File: src/rtl/serial_adder_nbit.sv
`default_nettype none
// ============================================================================
// Module   : serial_adder_nbit
// Function : Multi-cycle WIDTH-bit adder that processes CHUNK bits per clock.
//            The carry passes between slices in a register. Operation is
//            controlled by a start/busy/done handshake.
// Option   : `define SERADD_SUB_EN adds the 'sub' port, which selects
//            a - b (two's complement, cout=1 means no borrow).
// Revision : 1.0 - initial release
// ============================================================================
module serial_adder_nbit #(
  parameter int WIDTH = 16,
  parameter int CHUNK = 4
) (
  input  logic             clk,
  input  logic             rst,
  input  logic             start,
  input  logic [WIDTH-1:0] a,
  input  logic [WIDTH-1:0] b,
  input  logic             cin,
`ifdef SERADD_SUB_EN
  input  logic             sub,
`endif
  output logic             busy,
  output logic             done,
  output logic [WIDTH-1:0] s,
  output logic             cout,
  output logic             ovf
);

  localparam int NCHUNK = WIDTH / CHUNK;
  localparam int CW     = $clog2(NCHUNK + 1);

  localparam logic [0:0] ST_IDLE = 1'b0;
  localparam logic [0:0] ST_RUN  = 1'b1;

  // Reject geometries that cannot be sliced evenly.
  generate
    if ((WIDTH < 2) || (CHUNK < 1) || ((WIDTH % CHUNK) != 0)) begin : g_bad_params
      $error("serial_adder_nbit: WIDTH must be >= 2 and a multiple of CHUNK");
    end
  endgenerate

  logic [0:0]       state;
  logic [CW-1:0]    cnt;
  logic [WIDTH-1:0] a_reg;
  logic [WIDTH-1:0] b_reg;
  logic [WIDTH-1:0] sum_reg;
  logic             carry;

  logic [CHUNK:0]   chunk_sum;
  logic [WIDTH-1:0] sum_next;
  logic             msb_carry_in;
  logic             last_chunk;
  logic [WIDTH-1:0] b_load;
  logic             c_load;

  // Operand B and carry as they enter the registers. Subtraction loads ~b
  // with a forced carry of 1.
`ifdef SERADD_SUB_EN
  assign b_load = sub ? ~b : b;
  assign c_load = sub | cin;
`else
  assign b_load = b;
  assign c_load = cin;
`endif

  // One slice of the ripple adder. The new slice enters the sum register
  // from the top, so after NCHUNK slices the sum is aligned.
  always_comb begin
    chunk_sum    = {1'b0, a_reg[CHUNK-1:0]} + {1'b0, b_reg[CHUNK-1:0]}
                 + {{CHUNK{1'b0}}, carry};
    sum_next     = (sum_reg >> CHUNK) | (WIDTH'(chunk_sum[CHUNK-1:0]) << (WIDTH - CHUNK));
    msb_carry_in = a_reg[CHUNK-1] ^ b_reg[CHUNK-1] ^ chunk_sum[CHUNK-1];
    last_chunk   = (cnt == CW'(NCHUNK - 1));
  end

  // Control FSM and datapath registers. Visible results change only on the
  // completing edge.
  always_ff @(posedge clk) begin
    if (rst) begin
      state   <= ST_IDLE;
      cnt     <= '0;
      a_reg   <= '0;
      b_reg   <= '0;
      sum_reg <= '0;
      carry   <= 1'b0;
      busy    <= 1'b0;
      done    <= 1'b0;
      s       <= '0;
      cout    <= 1'b0;
      ovf     <= 1'b0;
    end else begin
      done <= 1'b0;
      case (state)
        ST_IDLE: begin
          if (start) begin
            a_reg   <= a;
            b_reg   <= b_load;
            carry   <= c_load;
            sum_reg <= '0;
            cnt     <= '0;
            busy    <= 1'b1;
            state   <= ST_RUN;
          end
        end
        ST_RUN: begin
          a_reg   <= a_reg >> CHUNK;
          b_reg   <= b_reg >> CHUNK;
          sum_reg <= sum_next;
          carry   <= chunk_sum[CHUNK];
          cnt     <= cnt + CW'(1);
          if (last_chunk) begin
            s     <= sum_next;
            cout  <= chunk_sum[CHUNK];
            ovf   <= msb_carry_in ^ chunk_sum[CHUNK];
            done  <= 1'b1;
            busy  <= 1'b0;
            state <= ST_IDLE;
          end
        end
        default: state <= ST_IDLE;
      endcase
    end
  end

endmodule
`default_nettype wire

File: config.mk
export PLATFORM = sky130hd
export DESIGN_NAME = serial_adder_nbit
export DESIGN_NICKNAME = d
export VERILOG_FILES = /design/src/rtl/serial_adder_nbit.sv
export SDC_FILE = /design/constraint.sdc
export NUM_CORES = 1
export LEC_CHECK = 0
export BUFFER_PORTS_ARGS = -buffer_cell sky130_fd_sc_hd__buf_2
export CAP_MARGIN = 10
export CORE_ASPECT_RATIO = 0.7
export CORE_MARGIN = 2
export CORE_UTILIZATION = 54
export DETAILED_ROUTE_END_ITERATION = 10
export PLACE_DENSITY = 0.83
export SLEW_MARGIN = 20
export SYNTH_ARGS = -nofsm -noshare
export SYNTH_HDL_FRONTEND = slang
export SYNTH_SLANG_ARGS = --single-unit
File: constraint.sdc
create_clock -name clk -period 2.5 [get_ports clk]
set_clock_uncertainty 0.05 [all_clocks]
set_input_delay 0.25 -clock clk [delete_from_list [all_inputs] [get_ports clk]]
set_output_delay 0.25 -clock clk [all_outputs]
set_load 0.02 [all_outputs]
# Word-level counts from Yosys, hierarchy flattened
# Cells that the tools add are included.
[totals]
regBits = 73
latch_bits = 0
mem_bits_rw = 0
romBits = 0
in_bits = 36
out_inout_bits = 20
wordCells = 42
mem_count = 0
[classes]
addsub = 3
n_mul = 0
n_div = 0
n_lt_le_gt_ge = 0
n_eq_ne = 3
shift = 0
muxes = 17
bitwise = 5
n_reduce_logical = 3
[op_table]
columns = ["op", "n"]
rows = [
  ["$pmux 16 s2", 3],
  ["$mux 16", 3],
  ["$or 12x16->16", 1],
  ["$mux 1", 6],
  ["$pmux 1 s2", 3],
  ["$pmux 3 s2", 1],
  ["$add 4x4->5", 1],
  ["$add 5x1->5", 1],
  ["$reduce_and 2->1", 2],
  ["$add 3x1->3 const B", 1],
  ["$eq 3x2->1 const B", 1],
  ["$mux 3", 1],
  ["$xor 1x1->1", 3],
  ["$ne 2x1->1 const B", 1],
  ["$ne 2x2->1 const B", 1],
  ["$reduce_or 2->1", 1],
  ["$not 1->1", 1],
]

# Longest topological paths before layout
# Gate-level depths: netlist (run 1).
[logic_depth]
depth_word = 4
depth_mapped = 6
depth_no_buf = 6

# Worst setup path after synthesis (run 1)
# Ideal clock, no wire load.
[synth_path]
kind = "register -> register"
start = "register a_reg[0]"
end = "register ovf"
setup_time_ps = 117
t_arrival_ps = 1762
required_time_ps = 2333
slack_ps = 571
stages_incl_launch_ff = 7
n_path_buf = 0
synth_period_minus_slack_ps = 1929
cell_sequence = "dfxtp_1 > fa_1 > fa_1 > a21o_1 > a21oi_2 > xor2_1 > a22o_1"
[synth_between]
elab_chain_len = 4
[synth_rtl]
columns = ["item", "line", "text"]
rows = [
  ["from (decl)", "46", "logic [WIDTH-1:0] a_reg;"],
  ["from (signal assigned)", "108", "a_reg <= a_reg >> CHUNK;"],
  ["$add 4x4->5 (*)", "71", "chunk_sum = {1'b0, a_reg[CHUNK-1:0]} + {1'b0, b_reg[CHUNK-1:0]}"],
  ["$add 5x1->5 (*)", "72", "+ {{CHUNK{1'b0}}, carry};"],
  ["$xor 1x1->1", "74", "msb_carry_in = a_reg[CHUNK-1] ^ b_reg[CHUNK-1] ^ chunk_sum[CHUNK-1];"],
  ["$xor 1x1->1 (*)", "116", "ovf <= msb_carry_in ^ chunk_sum[CHUNK];"],
  ["to (signal assigned)", "116", ""],
  ["to (decl)", "28", "output logic ovf"],
]
# Mark *: on every way between the ends. The rest lies on a longest branch, timed or not.
# A chain may end at the register's enable or synchronous reset.

# Final worst setup path (run 1)
# Ends and elaborated chain as after synthesis.

==> impl_metrics.yaml, run 1 <==
detailed_routing:
  drc: 0
  first_pass_iters: 4
  vias: 2166
  wl_mm: 5.562
  first_iter_violations: 134
  via_per_inst: 5.157
  wl_per_cell_um: 13.24
  ant_nets: 0
clocking:
  cts-htree-levels: 3
  cts_sinks: 69
  path_clk_slew_ps: 70
  cts.path.max_buffers: 2
  cts_buffers: 9
  worstSkewPairLatency_ps: 350
  cts_tree: "yes"
  postCtsSetupBuffers: 0
  ctsHoldBuffers: 0
  cts_root_buf: "clkbuf_8"
  ctsResizeCount: 0
floorplan:
  fp.dieW_um: 91.03
  core_mm2: 0.005175
  die_y_um: 64.92
  start_util_pct: 55.32
  rows: 22
  die_area_mm2: 0.005909
  io_pins: 56
run_status:
  status: "finished, final reports clean"
timing:
  timing.final.crit_share_pct: 81.62
  hold_viol: 0
  slew-limit-headroom_pct: 65.65
  whs_ps: 94.59
  worstMarginPinSlew_ps: 514.1
  rsz0062_at_grt: "no"
  setup_viol: 0
  finalCriticalPeriod_ps: 2041
  tns_ps: 0
  fin_ws_ps: 459.5
  fmax_ghz: 0.4901
  drv_slew: 0
critical_path:
  startpoint_type: "flip-flop"
  cp_max_fo: 3
  endpoint_kind: "flip-flop"
  crit_type: "reg2reg"
  cp.arrival_ps: 2230
  critPathRequiredTime_ps: 2690
place:
  globalplace.congestion: 0.7660
  place_area_mm2: 0.003117
  pre_cts_slack_ps: 459.8
  placed_cells: 404
  port_buffers: 55
  hpwl_mm: 3.879
yosys:
  synth_seq_cells: 69
  synthTopCellsByCount: "72 x nor2_1, 69 x dfxtp_1, 37 x a21oi_1"
  yosysTopAreaCellShare_pct: 48.25
  synth_edf_count: 0
  synth_largest_area_cell: "dfxtp_1"
  synthTopCellsByArea: "dfxtp_1 48%, mux2i_1 12%, nor2_1 9.4%"
  netlist_area_mm2: 0.002863
  ys_types: 30
  synth-seq-area-share_pct: 48.25
  synth_warnings: 0
  synthCells: 295
  ys.flop_type: "dfxtp_1"
  synthMostInstantiatedCell: "nor2_1"
  syn_area_per_cell_um2: 9.704
  synthArstFlopShare_pct: 0
  synth_nets: 338
finish:
  fill_cells: 447
  stdcell_area_mm2: 0.003362
  multi_input_area_mm2: 0.001311
  post-route-util_pct: 64.97
  syn2layout_area_growth_pct: 17.44
  diodes: 0
  fin_cells: 420
  drive_gt1_share_pct: 23.85
  layout.area.seq_mm2: 0.001383
  fin_nets: 386
global_routing:
  grt_pass1_wl_mm: 9.535
  grt_max_degree: 30
  grt_usage_pct: 20.68
  grt_pass1_vias: 2167
  overflow: 0
  antenna_found_initial: 0
flow_run:
  cap_viol_max_count: 0
power:
  peakVddDrop_mv: 0.7967
  powerDensity_mw_per_mm2: 738.1
  leakagePower_nw: 1.545
  power_mw: 2.481
min_path:
  hp-class: "in2reg"
[layer usage]
metal | vias up | global-route usage (%) | share of wire [%]
met1 | 983 | 25.49 | 48
met5 | - | 0 | 0
met3 | 10 | 8.140 | 6.1
met4 | 0 | 8.523 | 1.5
li1 | 1113 | - | -
met2 | 60 | 32.59 | 44
[report_power, final]
part           switching, mW  total (mW)  leakage [nW]  internal (mW)
logic                  0.124       0.220         0.859         0.0962
clock network          0.423        1.09         0.124          0.667
registers             0.0320        1.17         0.562           1.14
[path summary, 6_finish.rpt]
kind | from | to | slack [ps] | cells past startpoint
min reg2reg | sum_reg[4] | s[0] | 410 | 1
max | a_reg[0] | ovf | 460 | 6
max reg2reg | a_reg[0] | ovf | 460 | 6
min | b[12] | b_reg[12] | 90 | 3
[layout by cell type (no fill, tap or decap), drive strengths merged]
cell type  Yosys  routed
a211oi         2       2
a21o           2       2
a21oi         40      40
a22o          16      16
a31o           1       1
buf           18      60
bufinv         0       3
clkbuf         5       9
clkinv         0       3
dfxtp         69      69
fa             2       2
ha             5       5
inv            2       3
mux2i         33      33
nand2          2       2
nand2b         1       1
nor2          73      73
nor2b          3       3
nor3           1       1
nor3b         12      12
nor4b          1       1
o21a           1       1
o31a           1       1
o31ai          1       1
or2            1       1
xnor2          1       1
xor2           2       2
[kinds of logic after synthesis]
family / count (synthesis) / synth area share (%)
and+or+nand+nor: 94 / 15.04
DFF: 69 / 48.25
AOI/OAI and AO/OA: 64 / 14.73
muxes: 33 / 11.54
buffers and inverters: 25 / 5.944
adders and majority gates: 7 / 3.584
xor gates and xnor gates: 3 / 0.9180
[final cells by class]
type / count / area share, %
inverters: 2 / 0.2233
clock buffers: 9 / 3.684
multi-input cells: 201 / 39.00
well taps: 72 / 2.680
clock inverters: 7 / 3.610
flip-flops and latches: 69 / 41.12
repair buffers: 60 / 9.676
[worst max-delay path: stages, from the launching register on]
cell and delay (ps):
dfxtp_1 330, fa_1 460, fa_1 420, a21o_1 180
a21oi_2 210, xor2_1 90, a22o_1 200
(Power assumes the default switching activity.)
==> run 2: changes to the inputs <==
Settings changed: ABC_AREA set to 1.
Clock period 2.5 ns to 1.9 ns, I/O delays scaled along.
==> impl_metrics.yaml, run 2 <==
timing:
  fmax_ghz: 0.5517
  hold_viol: 0
  tns_ps: 0
  slew-limit-headroom_pct: 72.34
  setup_viol: 0
  rsz0062_at_grt: "no"
  fin_ws_ps: 87.55
  drv_slew: 0
  worstMarginPinSlew_ps: 414.9
  finalCriticalPeriod_ps: 1812
  timing.final.crit_share_pct: 95.39
global_routing:
  grt_pass1_vias: 2330
  antenna_found_initial: 0
  grt_pass1_wl_mm: 10.76
  grt_use_met3_pct: 7.326
  grt_busiest_layer: "met2"
  grt_usage_pct: 23.25
  grtUsageMet1_pct: 30.87
  overflow: 0
  grt_util_met2_pct: 36.85
  grt_max_degree: 41
floorplan:
  start_util_pct: 55.51
  io_pins: 56
  fp.dieW_um: 91.18
  die_y_um: 65.03
  rows: 22
  die_area_mm2: 0.005929
  core_mm2: 0.005175
yosys:
  syn_area_per_cell_um2: 8.047
  synth-seq-area-share_pct: 48.08
  synthArstFlopShare_pct: 0
  synth_edf_count: 0
  synthCells: 357
  ys_types: 30
  netlist_area_mm2: 0.002873
  synth_warnings: 0
  ys.flop_type: "dfxtp_1"
  yosysTopAreaCellShare_pct: 48.08
  synth_seq_cells: 69
  synthTopCellsByArea: "dfxtp_1 48%, nand2_1 17%, inv_1 5.0%"
  synthMostInstantiatedCell: "nand2_1"
  synth_largest_area_cell: "dfxtp_1"
  synthTopCellsByCount: "131 x nand2_1, 69 x dfxtp_1, 38 x inv_1"
  synth_nets: 400
detailed_routing:
  first_iter_violations: 168
  vias: 2472
  first_pass_iters: 5
  ant_nets: 0
  wl_per_cell_um: 12.93
  wl_mm: 6.322
  drc: 0
  via_per_inst: 5.055
min_path:
  min_path_cells: 3
  hp-start: "a[15]"
  hp-class: "in2reg"
  whs_endpoint: "a_reg[15]"
clocking:
  cts.path.max_buffers: 2
  cts_tree: "yes"
  cts_buffers: 9
  cts-htree-levels: 3
  cts_sinks: 69
  cts_root_buf: "clkbuf_8"
  worstSkewPairLatency_ps: 340
  path_clk_slew_ps: 80
critical_path:
  r2r-start: "a_reg[0]"
  cp_max_fo: 3
  crit_type: "reg2reg"
  r2r_end: "ovf"
  cp.arrival_ps: 2060
  reg2regPathDepth: 9
  critPathRequiredTime_ps: 2140
  endpoint_kind: "flip-flop"
  startpoint_type: "flip-flop"
  r2r_slack_ps: 90
finish:
  final_common_cell: "nand2_1"
  fin_nets: 455
  layout_common_cells: "130 x nand2_1, 69 x dfxtp_1, 55 x buf_2, 38 x inv_1, 25 x a21oi_1"
  drive_gt1_share_pct: 22.78
  syn2layout_area_growth_pct: 17.86
  diodes: 0
  stdcell_area_mm2: 0.003386
power:
  pwr-share-clk_pct: 41.3
  seqPwrFrac_pct: 49.1
  peakVddDrop_mv: 0.5179
  switching_share_pct: 24.75
  power_frac_comb_pct: 9.5
  powerDensity_mw_per_mm2: 918.3
  p_switching_mw: 0.7695
  p_int_mw: 2.340
  leakagePower_nw: 1.676
place:
  port_buffers: 55
  globalplace.congestion: 0.7971
  pre_cts_slack_ps: 43.07
  hpwl_mm: 4.055
  place_area_mm2: 0.003167
run_status:
  status: "finished, final reports clean"
flow_run:
  cap_viol_max_count: 0
-- run 2: cell count changes after synthesis, sizes merged, moves of 12 or more --
cell   delta
nand2   +132
nor2     -67
inv      +41
mux2i    -33
nand3    +17
a21oi    -14
nor3b    -12
-- run 2: power by group through the flow --
stage                     registers (mW)  clock network [mW]  logic (mW)
after floorplan                     1.55                   0       0.215
after global placement              1.56                   0       0.282
after detailed placement            1.56                   0       0.289
after CTS                           1.53                1.30       0.295
after global routing                1.53                1.37       0.337
final                               1.53                1.29       0.296
-- run 2: kinds of logic (layout without fill, tap and decap cells) --
family | after synthesis | count (layout) | synth area share, %
simple gates | 160 | 160 | 23.65
flops | 69 | 69 | 48.08
buf+inv | 61 | 121 | 10.28
compound gates | 60 | 60 | 14.42
fa+ha+maj | 7 | 7 | 3.571
-- run 2: worst max-delay path by stage --
stage              from    to  slack [ps]  depth (start not counted)
2_1_floorplan  a_reg[0]  cout         140                          7
3_3_place_gp   a_reg[0]  cout          90                          7
3_5_place_dp   a_reg[0]  cout          40                          7
4_1_cts        a_reg[0]   ovf          30                          9
5_1_grt        a_reg[0]   ovf           2                          9
6_report       a_reg[0]   ovf          90                          9
-- run 2: through the flow --
stage	utilization [%]	hold slack (ps)	instances	total power [mW]
final	65.43	41.13	489	3.109
after global routing	65.43	36.25	489	3.239
after global placement	61.19	392.9	473	1.841
after detailed placement	61.19	398.0	473	1.850
after floorplan	-	287.4	357	1.769
after CTS	65.33	29.96	489	3.127
-- run 2: final cells by class --
cell class | instances | area [µm²]
clock buffer | 9 | 123.9
timing repair buffer | 62 | 327.8
tap | 72 | 90.09
multi-input combinational | 227 | 1201
inverter | 43 | 171.4
clock inverter | 7 | 90.09
fill | 460 | 1789
sequential | 69 | 1381
-- run 2: what timing repair did --
| action | 4_1_cts | 5_1_grt |
|---|---|---|
| hold buffers | 0 | 0 |
| gates resized for setup | 0 | 2 |
| setup buffers | 0 | 0 |
| setup endpoints to repair | 0 | 3 |
| endpoints found under the hold margin | 0 | 0 |
-- run 2: metal layers --
layer	part of all wire, %	wire length, µm
met3	5.8	369
met5	0	0
met2	46	2888
met4	0.84	53
met1	48	3012
-- run 2: critical path: stages (launching register included) --
cell and delay (ps):
dfxtp_1 330, fa_2 420, fa_1 410, nand2_2 100
nand2_1 50, nand2_1 80, nand2_1 90, nand3_1 90
nand3_1 70, nand2_1 70
